==> src/rtl/bin_to_bcd_seq_pkg.sv <==
// Shared types and default sizing for the sequential binary-to-BCD converter.
package bin_to_bcd_seq_pkg;

    localparam int WIDTH_DEF  = 8;
    localparam int DIGITS_DEF = 3;
    localparam int SHOWN_DEF  = 2;

    typedef enum logic [1:0] {
        ST_IDLE  = 2'd0,
        ST_SHIFT = 2'd1,
        ST_DONE  = 2'd2
    } state_t;

endpackage

==> src/rtl/bin_to_bcd_seq_if.sv <==
// Request/result bundle between the operand latch, the converter and the display decoder.
interface bin_to_bcd_seq_if
    import bin_to_bcd_seq_pkg::*;
#(
    parameter int WIDTH  = WIDTH_DEF,
    parameter int DIGITS = DIGITS_DEF
);

    logic                  start;
    logic [WIDTH-1:0]      bin;
    logic                  busy;
    logic                  done;
    logic [4*DIGITS-1:0]   bcd;
    logic                  overload;

    modport master (output start, bin, input busy, done, bcd, overload);
    modport slave  (input start, bin, output busy, done, bcd, overload);

endinterface

==> src/rtl/bin_to_bcd_seq_add3.sv <==
// One BCD digit of the shift-and-add-3 correction: digits of 5 or more get +3 before the shift.
module bcd_add3_digit (
    input  logic [3:0] digit,
    output logic [3:0] adjusted
);

    assign adjusted = (digit >= 4'd5) ? digit + 4'd3 : digit;

endmodule

==> src/rtl/bin_to_bcd_seq.sv <==
// Sequential binary-to-BCD converter, one operand bit per clock; results update only on done.
module bin_to_bcd_seq
    import bin_to_bcd_seq_pkg::*;
#(
    parameter int WIDTH  = WIDTH_DEF,
    parameter int DIGITS = DIGITS_DEF,
    parameter int SHOWN  = SHOWN_DEF
) (
    input  logic              clock,
    input  logic              reset,
    bin_to_bcd_seq_if.slave   bus
);

    localparam int CNT_W = $clog2(WIDTH + 1);

    state_t                     state;
    logic [WIDTH-1:0]           shift_bin;
    logic [4*DIGITS-1:0]        scratch;
    logic [4*DIGITS-1:0]        adjusted;
    logic [4*DIGITS+WIDTH-1:0]  shifted;
    logic [CNT_W-1:0]           cnt;
    logic                       overload_next;

    for (genvar g = 0; g < DIGITS; g++) begin : g_digit
        bcd_add3_digit u_add3 (
            .digit    (scratch[4*g +: 4]),
            .adjusted (adjusted[4*g +: 4])
        );
    end

    // Correction and shift share one cycle; the top digit's carry-out is discarded.
    assign shifted = {adjusted, shift_bin} << 1;

    if (SHOWN >= DIGITS) begin : g_no_ovl
        assign overload_next = 1'b0;
    end else begin : g_ovl
        assign overload_next = |scratch[4*DIGITS-1:4*SHOWN];
    end

    // NOTE: state is updated with non-blocking assignments so every register samples pre-edge values.
    always_ff @(posedge clock or negedge reset) begin
        if (!reset) begin
            state        <= ST_IDLE;
            shift_bin    <= '0;
            scratch      <= '0;
            cnt          <= '0;
            bus.busy     <= 1'b0;
            bus.done     <= 1'b0;
            bus.bcd      <= '0;
            bus.overload <= 1'b0;
        end else begin
            case (state)
                ST_IDLE: begin
                    // busy is still high during the done pulse, so a start there is dropped.
                    bus.done <= 1'b0;
                    bus.busy <= 1'b0;
                    if (bus.start && !bus.busy) begin
                        shift_bin <= bus.bin;
                        scratch   <= '0;
                        cnt       <= CNT_W'(WIDTH);
                        bus.busy  <= 1'b1;
                        state     <= ST_SHIFT;
                    end
                end
                ST_SHIFT: begin
                    scratch   <= shifted[4*DIGITS+WIDTH-1:WIDTH];
                    shift_bin <= shifted[WIDTH-1:0];
                    cnt       <= cnt - 1'b1;
                    if (cnt == CNT_W'(1)) begin
                        state <= ST_DONE;
                    end
                end
                ST_DONE: begin
                    bus.bcd      <= scratch;
                    bus.overload <= overload_next;
                    bus.done     <= 1'b1;
                    state        <= ST_IDLE;
                end
                default: begin
                    bus.busy <= 1'b0;
                    bus.done <= 1'b0;
                    state    <= ST_IDLE;
                end
            endcase
        end
    end

endmodule
==> src/flat_wrapper.sv <==
// flat-port wrapper written by rule: the top's interface ports become plain ports
module bin_to_bcd_seq_flat import bin_to_bcd_seq_pkg::*;
#(
    parameter int WIDTH  = WIDTH_DEF,
    parameter int DIGITS = DIGITS_DEF,
    parameter int SHOWN  = SHOWN_DEF
)
  (clock, reset, bus_start, bus_bin, bus_busy, bus_done, bus_bcd, bus_overload);
  bin_to_bcd_seq_if #(.WIDTH(WIDTH), .DIGITS(DIGITS)) bus_i ();
  input  logic clock;
  input  logic reset;
  input wire logic [$bits(bus_i.start)-1:0] bus_start;
  input wire logic [$bits(bus_i.bin)-1:0] bus_bin;
  output wire logic [$bits(bus_i.busy)-1:0] bus_busy;
  output wire logic [$bits(bus_i.done)-1:0] bus_done;
  output wire logic [$bits(bus_i.bcd)-1:0] bus_bcd;
  output wire logic [$bits(bus_i.overload)-1:0] bus_overload;
  assign bus_i.start = bus_start;
  assign bus_i.bin = bus_bin;
  assign bus_busy = bus_i.busy;
  assign bus_done = bus_i.done;
  assign bus_bcd = bus_i.bcd;
  assign bus_overload = bus_i.overload;
  bin_to_bcd_seq #(.WIDTH(WIDTH), .DIGITS(DIGITS), .SHOWN(SHOWN)) u_core (.clock(clock), .reset(reset), .bus(bus_i));
endmodule
==> config.mk <==
export PLATFORM = sky130hd
export DESIGN_NAME = bin_to_bcd_seq_flat
export DESIGN_NICKNAME = d
export VERILOG_FILES = /design/src/rtl/bin_to_bcd_seq_pkg.sv /design/src/rtl/bin_to_bcd_seq_if.sv /design/src/rtl/bin_to_bcd_seq_add3.sv /design/src/rtl/bin_to_bcd_seq.sv /design/src/flat_wrapper.sv
export SDC_FILE = /design/constraint.sdc
export NUM_CORES = 1
export LEC_CHECK = 0
export CAP_MARGIN = 15
export CORE_ASPECT_RATIO = 1.5
export CORE_MARGIN = 1.5
export CORE_UTILIZATION = 55
export DETAILED_ROUTE_END_ITERATION = 12
export PLACE_DENSITY = 0.79
export SLEW_MARGIN = 20
export SYNTH_ARGS = -nofsm -noshare
export SYNTH_HDL_FRONTEND = slang
export SYNTH_SLANG_ARGS = --single-unit
==> constraint.sdc <==
create_clock -name clock -period 2.2 [get_ports clock]
set_input_delay 0.44 -clock clock [delete_from_list [all_inputs] [get_ports clock]]
set_output_delay 0.44 -clock clock [all_outputs]
set_load 0.01 [all_outputs]
==> reports/metrics.yaml <==
timing:
  finalSetupTns_ps: 0
  layout_min_cycle_time_ps: 1670
  max_freq_mhz: 600
  grt_setup_unrepaired: "false"
  slew_violations: 0
  slew_headroom: 0.571
  hold_violations: 0
  fin_crit_sh: 0.757
  tightestPinTransition_ps: 643
  fin_skew_ps: 9.13
  setup_viol: 0
logic_synthesis:
  synth_area_per_cell_um2: 11.5
  yosysSeqAreaShare: 0.510
  yosysTopAreaCell: "dfrtp_1"
  yosys_most_used_dff: "dfrtp_1"
  synth-seq-cells: 41
  syn-cell-area_um2: 2010
  synth_area_leaders: "dfrtp_1 51%, ha_1 8.1%, mux2_2 7.8%"
  synthCells: 175
  synthDistinctLibCells: 37
  yosys.area.top_type_share: 0.510
  async_reset_ff_frac: 1.00
  yosysMostFrequentCell: "dfrtp_1"
  syn_nets: 199
  synth_edf_count: 0
  synth_warnings: 0
  synth_common_cells: "41 x dfrtp_1, 14 x mux2_2, 13 x ha_1"
floorplan:
  die_y_um: 77.1
  die-area_um2: 4040
  die_x_um: 52.4
  num_rows: 26
  core_region_area_um2: 3450
  initial_utilization: 0.584
  io_pins: 26
global_routing:
  antenna_found_initial: 0
  grt_max_degree: 23
  track_usage: 0.227
  grt_pass1_wl_um: 6800
  grt_pass1_vias: 1468
  overflow: 0
drt:
  drt_iter0_markers: 32
  routed_via_density: 5.77
  wire_per_inst_um: 16.2
  vias: 1436
  drt-pass1-iter-count: 4
  post-route-drc-count: 0
  wl_um: 4040
  ant_nets: 0
layout:
  utilization: 0.703
  fillers: 277
  nets: 230
  drive_above_1_share: 0.169
  diodes: 0
  syn2layout_area_growth_pct: 20.4
min_path:
  hold_class: "input pin to asynchronous set/reset pin"
cts:
  clkSinkCount: 41
  htreeDepth: 2
  clk_pin_slew_ps: 80
  clock_path_buffers: 2
  root_buffer: "clkbuf_8"
  cts_tree: "built"
  cts_resized: 0
  post_cts_buffers: 0
  clk-insertion-delay-late_ps: 300
  ctsHoldBuffers: 0
  numCtsBuffers: 5
place:
  gp_congestion: 0.780
  hpwl_um: 2920
  portBuffers: 25
setup_path:
  cp.required_ps: 1760
  crit_type: "flop to output pin"
  crit_family: "buffers and inverters"
  cp_num_buf_inv: 1
  cp-start-kind: "flop"
  crit_chain: "clkdlybuf4s50_1"
  crit_path_max_fanout: 4
  r2r_start: "u_core.state[1]$_DFFE_PN0P_"
  critPathCaptureType: "output pin"
  critPathArrivalTime_ps: 1230
  crit_slowest_cell: "clkdlybuf4s50_1"
  startpoint: "u_core.bus.busy$_DFFE_PN0N_"
  critical-path-max-stage-delay_ps: 550
power_and_ir_drop:
  cell_internal_pwr_w: 0.00227
  p_comb_frac: 0.481
  total_power_w: 0.00370
  seqPwrFrac: 0.355
  pwr-share-clk: 0.164
  ir_worst_vdd_mv: 1.17
  p_sw_w: 0.00143
  p_sw_frac: 0.387
  p_leak_nw: 1.13
  p_per_area_nw_per_um2: 1530
job:
  cap_viol_max_count: 0
status:
  run_status: "finished clean"
layer usage:
metal  track usage  part of all wire
met1         0.281              0.40
met5             0                 0
met4        0.0846             0.015
met3        0.0467             0.043
met2         0.380              0.54
cells by family (layout without fill, tap and decap cells):
kind of cell,after synthesis,count (layout),share of synthesized area
AOI/OAI and AO/OA,40,40,0.129
xor gates and xnor gates,4,4,0.0174
adders and majority gates,13,13,0.0808
buffers and inverters,18,50,0.0441
DFF,41,41,0.510
muxes,25,25,0.134
and+or+nand+nor,34,34,0.0858
sequential cells by signal (all words and copies together) (netlist names):
name                 flops
u_core.bus.overload      1
u_core.bus.bcd          12
u_core.scratch          12
u_core.shift_bin         8
u_core.bus.done          1
u_core.state             2
u_core.bus.busy          1
u_core.cnt               4
placed cells by master, fill, tap and decap left out, types with 2 or more instances in the layout:
cell and count:
a21oi_1 6, a21oi_2 2, a22o_1 5, buf_4 6
clkbuf_8 5, clkdlybuf4s50_1 24, dfrtp_1 41, ha_1 13
inv_1 11, mux2_2 14, mux2i_1 10, nand2_1 12
nand2b_1 5, nand3_1 4, nand4_1 2, nor2_1 5
o21ai_0 5, o21ai_1 8, o22ai_1 5, o31ai_1 2
xnor2_1 3
area by class of cell:
class,instances,area [µm²],area share
sequential,41,1030,0.423
multi-input combinational,116,898,0.371
timing repair buffer,31,290,0.120
clock buffer,5,68.8,0.0284
tap,42,52.6,0.0217
clock inverter,3,46.3,0.0191
inverter,11,41.3,0.0170
final timing paths:
path                                                         to  slack, ps  cells past startpoint
worst min register to register        u_core.cnt[3]$_DFFE_PN0P_        490                      1
worst max register to register  u_core.shift_bin[2]$_DFFE_PN0P_        550                      5
worst max-delay path                                   bus_busy        530                      1
max in group asynchronous           u_core.state[1]$_DFFE_PN0P_       1570                      2
worst min-delay path                  u_core.cnt[0]$_DFFE_PN0P_         80                      1
min in group clock                    u_core.cnt[3]$_DFFE_PN0P_        490                      1
through the flow:
| step | worst slack, ps | cell area [µm²] | std cells | hold slack, ps |
|---|---|---|---|---|
| after floorplan | 696 | 2010 | 175 | 144 |
| after global placement | 397 | 2310 | 241 | 406 |
| after detailed placement | 338 | 2310 | 241 | 420 |
| after CTS | 529 | 2420 | 249 | 92.7 |
| after global routing | 400 | 2420 | 249 | 111 |
| final | 534 | 2420 | 249 | 79.5 |
power by group through the flow:
stage               Combinational, W  Sequential [W]  Clock (W)
floorplan                    0.00124         0.00131          0
global placement             0.00169         0.00129          0
detailed placement           0.00178         0.00133          0
CTS                          0.00179         0.00131   0.000620
global route                 0.00197         0.00136   0.000645
finish                       0.00178         0.00131   0.000607
Note: power is estimated with default switching activity, not from simulation.
